$ cat src/rtl/inv3_lut_fifo_if.sv
// rtl/inv3_lut_fifo_if.sv - operand/result valid-ready handshake bundle for inv3_lut_fifo
interface inv3_lut_fifo_if #(
  parameter int WIDTH = 8
);
  logic             in_valid;
  logic             in_ready;
  logic [WIDTH-1:0] X1;
  logic [WIDTH-1:0] X2;
  logic [WIDTH-1:0] X3;
  logic             out_valid;
  logic             out_ready;
  logic [WIDTH-1:0] Y1;

  // Producer/consumer side of the unit
  modport master (
    output in_valid, X1, X2, X3, out_ready,
    input  in_ready, out_valid, Y1
  );

  // The LUT FIFO itself
  modport slave (
    input  in_valid, X1, X2, X3, out_ready,
    output in_ready, out_valid, Y1
  );
endinterface

$ cat src/rtl/inv3_lut_fifo.sv
// rtl/inv3_lut_fifo.sv - bitwise programmable 3-input LUT feeding a DEPTH-entry result FIFO (option: INV3_PARITY_EN)
module inv3_lut_fifo #(
  parameter int         WIDTH    = 8,
  parameter int         DEPTH    = 4,
  parameter logic [7:0] TT_RESET = 8'h01
) (
  input  logic                         clk,
  input  logic                         rst,
  input  logic                         cfg_we,
  input  logic [7:0]                   cfg_tt,
  output logic [7:0]                   tt_q,
  inv3_lut_fifo_if.slave               bus,
  output logic [$clog2(DEPTH+1)-1:0]   count
`ifdef INV3_PARITY_EN
  ,
  output logic                         Y1_par
`endif
);

  localparam int AW = $clog2(DEPTH);
  localparam int CW = $clog2(DEPTH + 1);

  logic [7:0]       tt;
  logic [WIDTH-1:0] mem [DEPTH];
  logic [AW-1:0]    wr_ptr;
  logic [AW-1:0]    rd_ptr;
  logic [WIDTH-1:0] res;
  logic             push;
  logic             pop;

  // Ready/valid come from registered occupancy only, so there is no
  // combinational path from out_ready to in_ready or in_valid to out_valid.
  assign bus.in_ready  = (count != CW'(DEPTH));
  assign bus.out_valid = (count != CW'(0));
  assign push          = bus.in_valid && bus.in_ready;
  assign pop           = bus.out_valid && bus.out_ready;
  assign bus.Y1        = mem[rd_ptr];
  assign tt_q          = tt;

  // Per-bit table lookup, index is {x3,x2,x1}
  always_comb begin
    res = '0;
    for (int i = 0; i < WIDTH; i++) begin
      res[i] = tt[{bus.X3[i], bus.X2[i], bus.X1[i]}];
    end
  end

  // Result storage, written on push, deliberately left unreset
  always_ff @(posedge clk) begin
    if (push) begin
      mem[wr_ptr] <= res;
    end
  end

`ifdef INV3_PARITY_EN
  logic mem_par [DEPTH];

  // Parity of each pushed result, stored alongside it and unreset like the data
  always_ff @(posedge clk) begin
    if (push) begin
      mem_par[wr_ptr] <= ^res;
    end
  end

  assign Y1_par = mem_par[rd_ptr];
`endif

  // Truth table; a push on the same edge already latched the old table's result
  always_ff @(posedge clk or posedge rst) begin
    if (rst) begin
      tt <= TT_RESET;
    end else if (cfg_we) begin
      tt <= cfg_tt;
    end
  end

  // Pointers wrap naturally because DEPTH is a power of two; count separates full from empty
  always_ff @(posedge clk or posedge rst) begin
    if (rst) begin
      wr_ptr <= '0;
      rd_ptr <= '0;
      count  <= '0;
    end else begin
      if (push) begin
        wr_ptr <= wr_ptr + AW'(1);
      end
      if (pop) begin
        rd_ptr <= rd_ptr + AW'(1);
      end
      case ({push, pop})
        2'b10:   count <= count + CW'(1);
        2'b01:   count <= count - CW'(1);
        default: count <= count;
      endcase
    end
  end

endmodule

$ cat src/flat_wrapper.sv
// flat-port wrapper written by rule: the top's interface ports become plain ports
module inv3_lut_fifo_flat 
#(
  parameter int         WIDTH    = 8,
  parameter int         DEPTH    = 4,
  parameter logic [7:0] TT_RESET = 8'h01
)
  (clk, rst, cfg_we, cfg_tt, tt_q, count, bus_in_valid, bus_X1, bus_X2, bus_X3, bus_out_ready, bus_in_ready, bus_out_valid, bus_Y1);
  inv3_lut_fifo_if #(.WIDTH(WIDTH)) bus_i ();
  input  logic clk;
  input  logic rst;
  input  logic cfg_we;
  input  logic [7:0] cfg_tt;
  output logic [7:0] tt_q;
  output logic [$clog2(DEPTH+1)-1:0] count;
  input wire logic [$bits(bus_i.in_valid)-1:0] bus_in_valid;
  input wire logic [$bits(bus_i.X1)-1:0] bus_X1;
  input wire logic [$bits(bus_i.X2)-1:0] bus_X2;
  input wire logic [$bits(bus_i.X3)-1:0] bus_X3;
  input wire logic [$bits(bus_i.out_ready)-1:0] bus_out_ready;
  output wire logic [$bits(bus_i.in_ready)-1:0] bus_in_ready;
  output wire logic [$bits(bus_i.out_valid)-1:0] bus_out_valid;
  output wire logic [$bits(bus_i.Y1)-1:0] bus_Y1;
  assign bus_i.in_valid = bus_in_valid;
  assign bus_i.X1 = bus_X1;
  assign bus_i.X2 = bus_X2;
  assign bus_i.X3 = bus_X3;
  assign bus_i.out_ready = bus_out_ready;
  assign bus_in_ready = bus_i.in_ready;
  assign bus_out_valid = bus_i.out_valid;
  assign bus_Y1 = bus_i.Y1;
  inv3_lut_fifo #(.WIDTH(WIDTH), .DEPTH(DEPTH), .TT_RESET(TT_RESET)) u_core (.clk(clk), .rst(rst), .cfg_we(cfg_we), .cfg_tt(cfg_tt), .tt_q(tt_q), .bus(bus_i), .count(count));
endmodule
$ cat config.mk
export PLATFORM = sky130hd
export DESIGN_NAME = inv3_lut_fifo_flat
export DESIGN_NICKNAME = d
export VERILOG_FILES = /design/src/rtl/inv3_lut_fifo_if.sv /design/src/rtl/inv3_lut_fifo.sv /design/src/flat_wrapper.sv
export SDC_FILE = /design/constraint.sdc
export NUM_CORES = 1
export LEC_CHECK = 0
export BUFFER_PORTS_ARGS = -buffer_cell sky130_fd_sc_hd__buf_4
export CELL_PAD_IN_SITES_DETAIL_PLACEMENT = 1
export CELL_PAD_IN_SITES_GLOBAL_PLACEMENT = 1
export CORE_ASPECT_RATIO = 0.7
export CORE_MARGIN = 1.5
export CORE_UTILIZATION = 25
export DETAILED_ROUTE_END_ITERATION = 8
export PLACE_DENSITY_LB_ADDON = 0.1
export RECOVER_POWER = 50
export SETUP_SLACK_MARGIN = 0.2
export SLEW_MARGIN = 10
export SYNTH_ARGS = -nofsm -noshare
export SYNTH_HDL_FRONTEND = slang
export SYNTH_SLANG_ARGS = --single-unit
$ cat constraint.sdc
create_clock -name clk -period 2.8 [get_ports clk]
set_clock_uncertainty 0.15 [all_clocks]
set_input_delay 0.56 -clock clk [delete_from_list [all_inputs] [get_ports clk]]
set_output_delay 0.56 -clock clk [all_outputs]
set_load 0.005 [all_outputs]
== Yosys cells after proc, flatten, opt, wreduce, memory -nomap -nowiden ==
Memory sizes are Yosys's and may differ from the RTL's.
Cells that the tools add are included.

* Output and inout bits: 21
* Word-level logic and storage cells: 43
* Memories: 1
* Bits in writable memories: 32
* Input bits: 37
* Register bits after elaboration: 15

* $lt $le $gt $ge: 8
* Equality and inequality tests: 3
* Add/subtract/negate cells: 4
* Muxes and demuxes: 19
* Reductions and logical operators: 4

{| class="wikitable"
|+ Memories
! memory !! words !! bits a word !! read ports !! clocked after Yosys merged registers in !! wr ports !! line !! text
|-
| u_core.mem || 4 || 8 || 1 || 0 || 1 || inv3_lut_fifo.sv:24 || <nowiki>logic [WIDTH-1:0] mem [DEPTH];</nowiki>
|}

{| class="wikitable"
|+ Operator list
! cell !! count
|-
| less-than comparator 3 x 4 -> 1 bit, second input constant || 8
|-
| binary-select mux 1 bit (select 3 bit) || 8
|-
| 2-to-1 mux 1 bit || 10
|-
| one-hot mux 3 bit (2 select lines) || 1
|-
| adder 2 x 1 -> 2 bit, second input constant || 2
|-
| adder 3 x 1 -> 3 bit, second input constant || 1
|-
| != test 3 bit, second input constant || 1
|-
| nonzero test 3 bit || 1
|-
| subtractor 3 x 1 -> 3 bit, second input constant || 1
|-
| == test 2 x 1 -> 1 bit, second input constant || 1
|-
| == test 2 bit, second input constant || 1
|-
| logical AND 1 bit || 2
|-
| nonzero test 2 bit || 1
|}

== Depth between registers and ports, before layout ==
Gate-level depths: netlist (run 1).

* Depth in word-level cells: 4
* Mapped depth: 9
* Depth with buffers taken out: 9

== Least setup slack after synthesis (run 1) ==
No wires, ideal clock.

* Kind: register to register
* Start point: reg u_core.count[0]
* End point: reg u_core.count[2]
* Required time: 2.571 ns
* Period minus slack after synthesis: 2.257 ns
* Buffers on the path: 0
* Arrival: 2.028 ns
* Path slack: 0.543 ns
* Cell stages (with the launch flop): 10
* Cell sequence: dfrtp_1 -> or3b_4 -> and2_4 -> inv_1 -> ha_1 -> inv_1 -> fa_1 -> xor2_1 -> nor2_1 -> xor2_1

* Longest elaborated chain between the ends: 4
* Elaborated cells on any way between the ends: 10
* Those cells by class: add/sub: 2; eq/ne: 3; mux: 1; reduce/logical: 4

{| class="wikitable"
|+ Ends and longest elaborated chain
! element !! line !! text
|-
| from (decl) || inv3_lut_fifo.sv:13 || <nowiki>output logic [$clog2(DEPTH+1)-1:0] count</nowiki>
|-
| from (signal assigned) || inv3_lut_fifo.sv:91 || <nowiki>2'b10: count <= count + CW'(1);</nowiki>
|-
| from (signal assigned) || inv3_lut_fifo.sv:92 || <nowiki>2'b01: count <= count - CW'(1);</nowiki>
|-
| from (signal assigned) || inv3_lut_fifo.sv:93 || <nowiki>default: count <= count;</nowiki>
|-
| != test 3 bit * || inv3_lut_fifo.sv:33 || <nowiki>assign bus.in_ready = (count != CW'(DEPTH));</nowiki>
|-
| named net bus_in_ready || flat_wrapper.sv:21 || <nowiki>output wire logic [$bits(bus_i.in_ready)-1:0] bus_in_ready;</nowiki>
|-
| logical AND 1 bit * || inv3_lut_fifo.sv:35 || <nowiki>assign push = bus.in_valid && bus.in_ready;</nowiki>
|-
| == test 2 x 1 -> 1 bit / == test 2 bit (equally long branches) || inv3_lut_fifo.sv:90 || <nowiki>case ({push, pop})</nowiki>
|-
| one-hot mux 3 bit (2 select lines) / nonzero test 2 bit (equally long branches) || n/a ||
|}

Mark *: on every way through the listed nets, which the timed path passes. The rest lies on a longest branch.
A chain may end at the register's enable or synchronous reset.

== Final worst setup path (run 1) ==
* Start point: reg u_core.count[0]
* End point: reg u_core.count[2]

* Longest elaborated chain between the ends: 4
* Elaborated cells on any way between the ends: 10
* Those cells by class: add/sub: 2; eq/ne: 3; mux: 1; reduce/logical: 4

{| class="wikitable"
|+ Ends and longest elaborated chain
! element !! line
|-
| != test 3 bit / nonzero test 3 bit (equally long branches) || inv3_lut_fifo.sv:33, inv3_lut_fifo.sv:34
|-
| logical AND 1 bit (on tied branches) || inv3_lut_fifo.sv:35, inv3_lut_fifo.sv:36
|-
| == test 2 x 1 -> 1 bit / == test 2 bit (equally long branches) || inv3_lut_fifo.sv:90
|-
| one-hot mux 3 bit (2 select lines) / nonzero test 2 bit (equally long branches) || n/a
|}

Several ways; a longest one is shown, not always the timed one.

==> impl_metrics.py, run 1 <==
metrics = {
    "placed_design": {
        "port_buffers": 57,
        "gp_congestion": 0.715,
        "dp_hpwl_um": 4310,
    },
    "cells_and_area": {
        "multi_input_area_um2": 946,
        "fillCellCount": 957,
        "antennaDiodeCount": 0,
        "layout-drive-gt1-share_pct": 57.6,
        "regArea_um2": 1340,
        "areaGrowthSynthToFinish_pct": 31.1,
        "nNetsFinal": 226,
    },
    "clocking": {
        "cts_tree": "done",
        "cts_hold_buf": 0,
        "clk_pin_slew_worst_paths_ns": 0.06,
        "cts_setup_buffers": 0,
        "htree_levels": 2,
        "cts_root_buffer": "clkbuf_16",
        "cts_buffers": 5,
        "clkSinkCount": 47,
        "ctsResizeCount": 0,
        "cts_max_path_buffers": 2,
        "clock_insertion_delay_worst_skew_ns": 0.28,
    },
    "synthesis": {
        "ys_warn_count": 0,
        "yosysSeqAreaShare_pct": 57.3,
        "synth_nets": 164,
        "synth_cell_type_count": 22,
        "ys_ff_latch": 47,
        "synth-edff-count": 32,
        "syn_inst": 121,
        "syn_area_per_cell_um2": 19.3,
        "synthesis.area_um2": 2330,
        "async_flop_share_pct": 31.9,
        "synth_flop_cell": "edfxtp_1",
    },
    "detailed_routing": {
        "vias": 1350,
        "dr.pass1.iters": 4,
        "drt_iter0_markers": 59,
        "via_per_inst": 4.38,
        "drc": 0,
        "antenna_left": 0,
        "avgRoutedWirePerCell_um": 18.4,
        "finalWirelength_um": 5660,
    },
    "sta": {
        "max_freq_mhz": 398,
        "grt_setup_unrepaired": "no",
        "finalCriticalPeriod_ns": 2.51,
        "fin_crit_sh_pct": 89.8,
        "finalSetupViolCount": 0,
        "relSlewSlack_pct": 57.2,
        "hold_violations": 0,
        "fin_hold_ws_ns": 0.218,
        "fin_setup_tns_ns": 0,
        "drv_slew": 0,
        "tightest_slew_ns": 0.641,
    },
    "power_and_ir_drop": {
        "pwr-share-clk_pct": 25.4,
        "vdd_drop_max_mv": 0.276,
        "p_leak_nw": 1.18,
        "power.internal_mw": 1.85,
        "seqPwrFrac_pct": 43.2,
        "combPwrFrac_pct": 31.4,
        "p_switching_mw": 0.747,
        "swShare_pct": 28.8,
        "power_density_nw_per_um2": 848,
    },
    "global_route": {
        "grt_util_all_layers_pct": 12.4,
        "antenna_found_initial": 0,
        "grt_start_max_net_pins": 16,
        "first_global_vias": 1586,
        "grt_first_pass_wirelength_um": 9220,
        "overflow": 0,
    },
    "worst_setup_path": {
        "start_kind": "flop",
        "ff2ff_path_depth": 9,
        "arrival_ns": 2.57,
        "path_class": "flop to flop",
        "end_kind": "flop",
        "worstPathMaxFanout": 6,
        "worst-endpoint-required_ns": 2.85,
        "r2r_slack_ns": 0.29,
    },
    "status": {
        "status": "complete, no violations",
    },
    "floorplanning": {
        "core-area_um2": 9070,
        "io-pin-count": 58,
        "start_util_pct": 25.7,
        "rows": 29,
        "die_h_um": 83.8,
        "die_w_um": 118,
        "dieArea_um2": 9930,
    },
    "worst_hold_path": {
        "holdCritPathClass": "input pin to async pin",
    },
    "run": {
        "drv_cap": 0,
    },
}
cells in the final DEF, fill, tap and decap left out, drive strengths merged:
cell type	instances
buf	53
edfxtp	32
mux4	24
mux2	17
dfrtp	14
clkbuf	10
inv	7
ha	5
and3	4
xnor2	3
xor2	3
clkinv	2
mux2i	1
or3b	1
and2	1
o31a	1
or3	1
nand2	1
nor2	1
fa	1
bufinv	1
dfstp	1
sequential cells by signal (all words and copies together), names as in the netlist:
name           flops
u_core.mem        32
u_core.count       3
u_core.wr_ptr      2
u_core.tt_q        8
u_core.rd_ptr      2
cells by family after synthesis:
| logic type | share of synthesized area (%) |
|---|---|
| xor gates and xnor gates | 2.25 |
| adders and majority gates | 3.54 |
| and+or+nand+nor | 2.79 |
| muxes | 32.0 |
| DFF | 57.4 |
| AOI/OAI and AO/OA | 0.429 |
| buffers and inverters | 1.66 |
final timing paths:
check                                                 start                          end
worst max-delay path            u_core.count[0]$_DFFE_PP0P_  u_core.count[2]$_DFFE_PP0P_
worst min-delay path                                    rst   u_core.tt_q[4]$_DFFE_PP0P_
worst max register to register  u_core.count[0]$_DFFE_PP0P_  u_core.count[2]$_DFFE_PP0P_
worst min register to register  u_core.count[2]$_DFFE_PP0P_  u_core.count[2]$_DFFE_PP0P_
max in group asynchronous                               rst   u_core.tt_q[7]$_DFFE_PP0P_
min in group clk                                  cfg_tt[4]   u_core.tt_q[4]$_DFFE_PP0P_
per-stage QoR:
| step | std cells | setup WS (ns) | area, um2 | utilization [%] | total power [mW] |
|---|---|---|---|---|---|
| 2_1_floorplan | 121 | 0.543 | 2330 | - | 1.58 |
| 3_3_place_gp | 300 | 0.507 | 2910 | 32.1 | 1.95 |
| 3_5_place_dp | 300 | 0.387 | 2910 | 32.1 | 2.01 |
| 4_1_cts | 308 | 0.260 | 3070 | 33.9 | 2.67 |
| 5_1_grt | 308 | 0.123 | 3060 | 33.7 | 2.76 |
| 6_report | 308 | 0.287 | 3060 | 33.7 | 2.59 |
power by group through the flow:
stage | clock network [mW] | logic, mW | registers, mW
2_1_floorplan | 0 | 0.548 | 1.03
3_3_place_gp | 0 | 0.831 | 1.12
3_5_place_dp | 0 | 0.864 | 1.14
4_1_cts | 0.675 | 0.868 | 1.13
5_1_grt | 0.697 | 0.909 | 1.15
6_report | 0.657 | 0.815 | 1.12
cell usage after synthesis (all sizes together) (2+ instances only):
cell type / n / area (um2)
and3: 4 / 30.0
buf: 2 / 8.75
dfrtp: 14 / 350
edfxtp: 32 / 961
ha: 5 / 62.6
inv: 7 / 26.3
mux2: 17 / 195
mux4: 24 / 541
xnor2: 3 / 26.3
xor2: 3 / 26.3
worst max-delay path, cell delays in order (launching register included):
cell and delay, ns:
dfrtp_1 0.44, or3b_1 0.48, and2_0 0.26, inv_1 0.08, ha_1 0.17, inv_1 0.06
fa_1 0.37, xor2_1 0.15, nor2_1 0.12, xor2_1 0.16
per-layer routing:
| metal | share of wire [%] | GRT usage (%) | vias to the layer above |
|---|---|---|---|
| met1 | 45 | 15.8 | 716 |
| met4 | 0.25 | 1.97 | 0 |
| met3 | 3.2 | 3.28 | 2 |
| li1 | - | - | 614 |
| met2 | 52 | 21.6 | 18 |
| met5 | 0 | 0 | - |
cell type report:
class	instances	area share, %
tap	124	5.08
multi-input combinational	64	30.9
clock buffer	5	4.09
timing repair buffer	58	14.0
inverter	7	0.860
clock inverter	3	1.27
sequential	47	43.8
(Power assumes the default switching activity.)
==> run 2: changes to the inputs <==
CORE_UTILIZATION = 30   (was 25)
==> impl_metrics.py, run 2 (synthesis gave the netlist of run 1 again) <==
metrics = {
    "status": {
        "status": "complete, no violations",
    },
    "cells_and_area": {
        "mostFrequentLayoutCells": "buf_4, edfxtp_1, mux4_2",
        "layout_commonest_cell": "buf_4",
        "nNetsFinal": 226,
        "areaGrowthSynthToFinish_pct": 27.9,
        "design_area_um2": 2980,
        "regArea_um2": 1340,
        "largest_register": "u_core.mem",
        "fillCellCount": 759,
        "layout-drive-gt1-share_pct": 59.8,
        "largest_reg_flops": 32,
        "antennaDiodeCount": 0,
        "multi_input_area_um2": 948,
    },
    "sta": {
        "fin_setup_tns_ns": 0,
        "fin_crit_sh_pct": 86.8,
        "tightest_slew_ns": 0.607,
        "max_freq_mhz": 412,
        "finalCriticalPeriod_ns": 2.43,
        "fin_hold_ws_ns": 0.180,
        "hold_violations": 0,
        "grt_setup_unrepaired": "no",
        "finalSetupViolCount": 0,
        "drv_slew": 0,
        "relSlewSlack_pct": 59.5,
    },
    "floorplanning": {
        "die_w_um": 108,
        "die_h_um": 76.8,
        "io-pin-count": 58,
        "dieArea_um2": 8320,
        "rows": 26,
        "core-area_um2": 7420,
        "start_util_pct": 31.4,
    },
    "power_and_ir_drop": {
        "p_switching_mw": 0.723,
        "vdd_drop_max_mv": 0.309,
        "power_density_nw_per_um2": 816,
        "combPwrFrac_pct": 34.8,
        "pwr-share-clk_pct": 20.2,
        "finalPower_mw": 2.43,
        "seqPwrFrac_pct": 45.0,
        "power.internal_mw": 1.71,
        "p_leak_nw": 1.17,
        "swShare_pct": 29.7,
    },
    "worst_setup_path": {
        "end_kind": "flop",
        "worst-endpoint-required_ns": 2.87,
        "path_class": "flop to flop",
        "arrival_ns": 2.50,
        "cp_slowest_cell": "or3b_1",
        "max_stage_delay_ns": 0.48,
        "path_cells": "or3b_1 -> and2_4 -> inv_1 -> ha_1 -> inv_1 -> fa_1 -> xor2_1 -> nor2_1 -> xor2_1",
        "start_kind": "flop",
        "worstPathMaxFanout": 6,
    },
    "placed_design": {
        "dp_hpwl_um": 4070,
        "dpl_cell_area_um2": 2880,
        "port_buffers": 57,
        "gp_congestion": 0.656,
    },
    "detailed_routing": {
        "finalWirelength_um": 5430,
        "antenna_left": 0,
        "avgRoutedWirePerCell_um": 19.3,
        "dr.pass1.iters": 5,
        "drc": 0,
        "drt_iter0_markers": 35,
        "via_per_inst": 4.82,
        "vias": 1360,
    },
    "clocking": {
        "cts_hold_buf": 0,
        "cts_root_buffer": "clkbuf_8",
        "ctsResizeCount": 0,
        "htree_levels": 2,
        "cts_max_path_buffers": 2,
        "cts_setup_buffers": 0,
        "cts_tree": "done",
        "clk_pin_slew_worst_paths_ns": 0.09,
        "cts_buffers": 5,
        "clock_insertion_delay_worst_skew_ns": 0.29,
        "clkSinkCount": 47,
    },
    "global_route": {
        "first_global_vias": 1616,
        "grt_first_pass_wirelength_um": 8520,
        "overflow": 0,
        "grt_start_max_net_pins": 16,
        "antenna_found_initial": 0,
        "grt_util_all_layers_pct": 13.9,
    },
    "worst_hold_path": {
        "holdCritPathClass": "input pin to async pin",
    },
    "run": {
        "drv_cap": 0,
    },
}
[run 2: metal layers]
metal,global-route usage (%),vias to the layer above,wire length [um]
met1,17.7,714,2370
met3,3.66,4,151
met5,0,-,0
met4,3.16,0,49
li1,-,612,-
met2,23.6,30,2860
[run 2: power groups by stage]
| stage | Combinational (mW) | Clock (mW) | Sequential, mW |
|---|---|---|---|
| after detailed placement | 0.883 | 0 | 1.11 |
| after floorplan | 0.548 | 0 | 1.03 |
| after CTS | 0.886 | 0.507 | 1.10 |
| final | 0.847 | 0.491 | 1.10 |
| after global placement | 0.846 | 0 | 1.10 |
| after global routing | 0.927 | 0.535 | 1.12 |
[run 2: per-stage QoR]
step | utilization (%) | setup slack (ns) | std cells
2_1_floorplan | - | 0.543 | 121
3_3_place_gp | 38.8 | 0.502 | 274
3_5_place_dp | 38.8 | 0.441 | 274
4_1_cts | 40.3 | 0.325 | 282
5_1_grt | 40.2 | 0.216 | 282
6_report | 40.2 | 0.371 | 282
[run 2: path summary, 6_finish.rpt]
path / startpoint / endpoint / slack, ns / depth (start not counted)
max: u_core.count[0]$_DFFE_PP0P_ / u_core.count[2]$_DFFE_PP0P_ / 0.37 / 9
max reg2reg: u_core.count[0]$_DFFE_PP0P_ / u_core.count[2]$_DFFE_PP0P_ / 0.37 / 9
min reg2reg: u_core.count[2]$_DFFE_PP0P_ / u_core.count[2]$_DFFE_PP0P_ / 0.39 / 1
min: rst / u_core.tt_q[1]$_DFFE_PP0P_ / 0.18 / 2
min in group clk: cfg_tt[3] / u_core.tt_q[3]$_DFFE_PP0P_ / 0.34 / 2
max in group asynchronous: rst / u_core.count[2]$_DFFE_PP0P_ / 1.92 / 2
[run 2: critical path, delay by kind of cell (launching register included)]
kind | cells | cell delay (ns)
buffers and inverters | 2 | 0.11
and+or+nand+nor | 3 | 0.81
DFF | 1 | 0.44
xor gates and xnor gates | 2 | 0.30
adders and majority gates | 2 | 0.53
[run 2: area by class of cell]
class	instances	share of cell area [%]
flip-flops and latches	47	44.8
multi-input cells	64	31.8
repair buffers	58	14.6
well taps	98	4.11
clock buffers	5	2.31
clock inverters	3	1.47
inverters	7	0.881
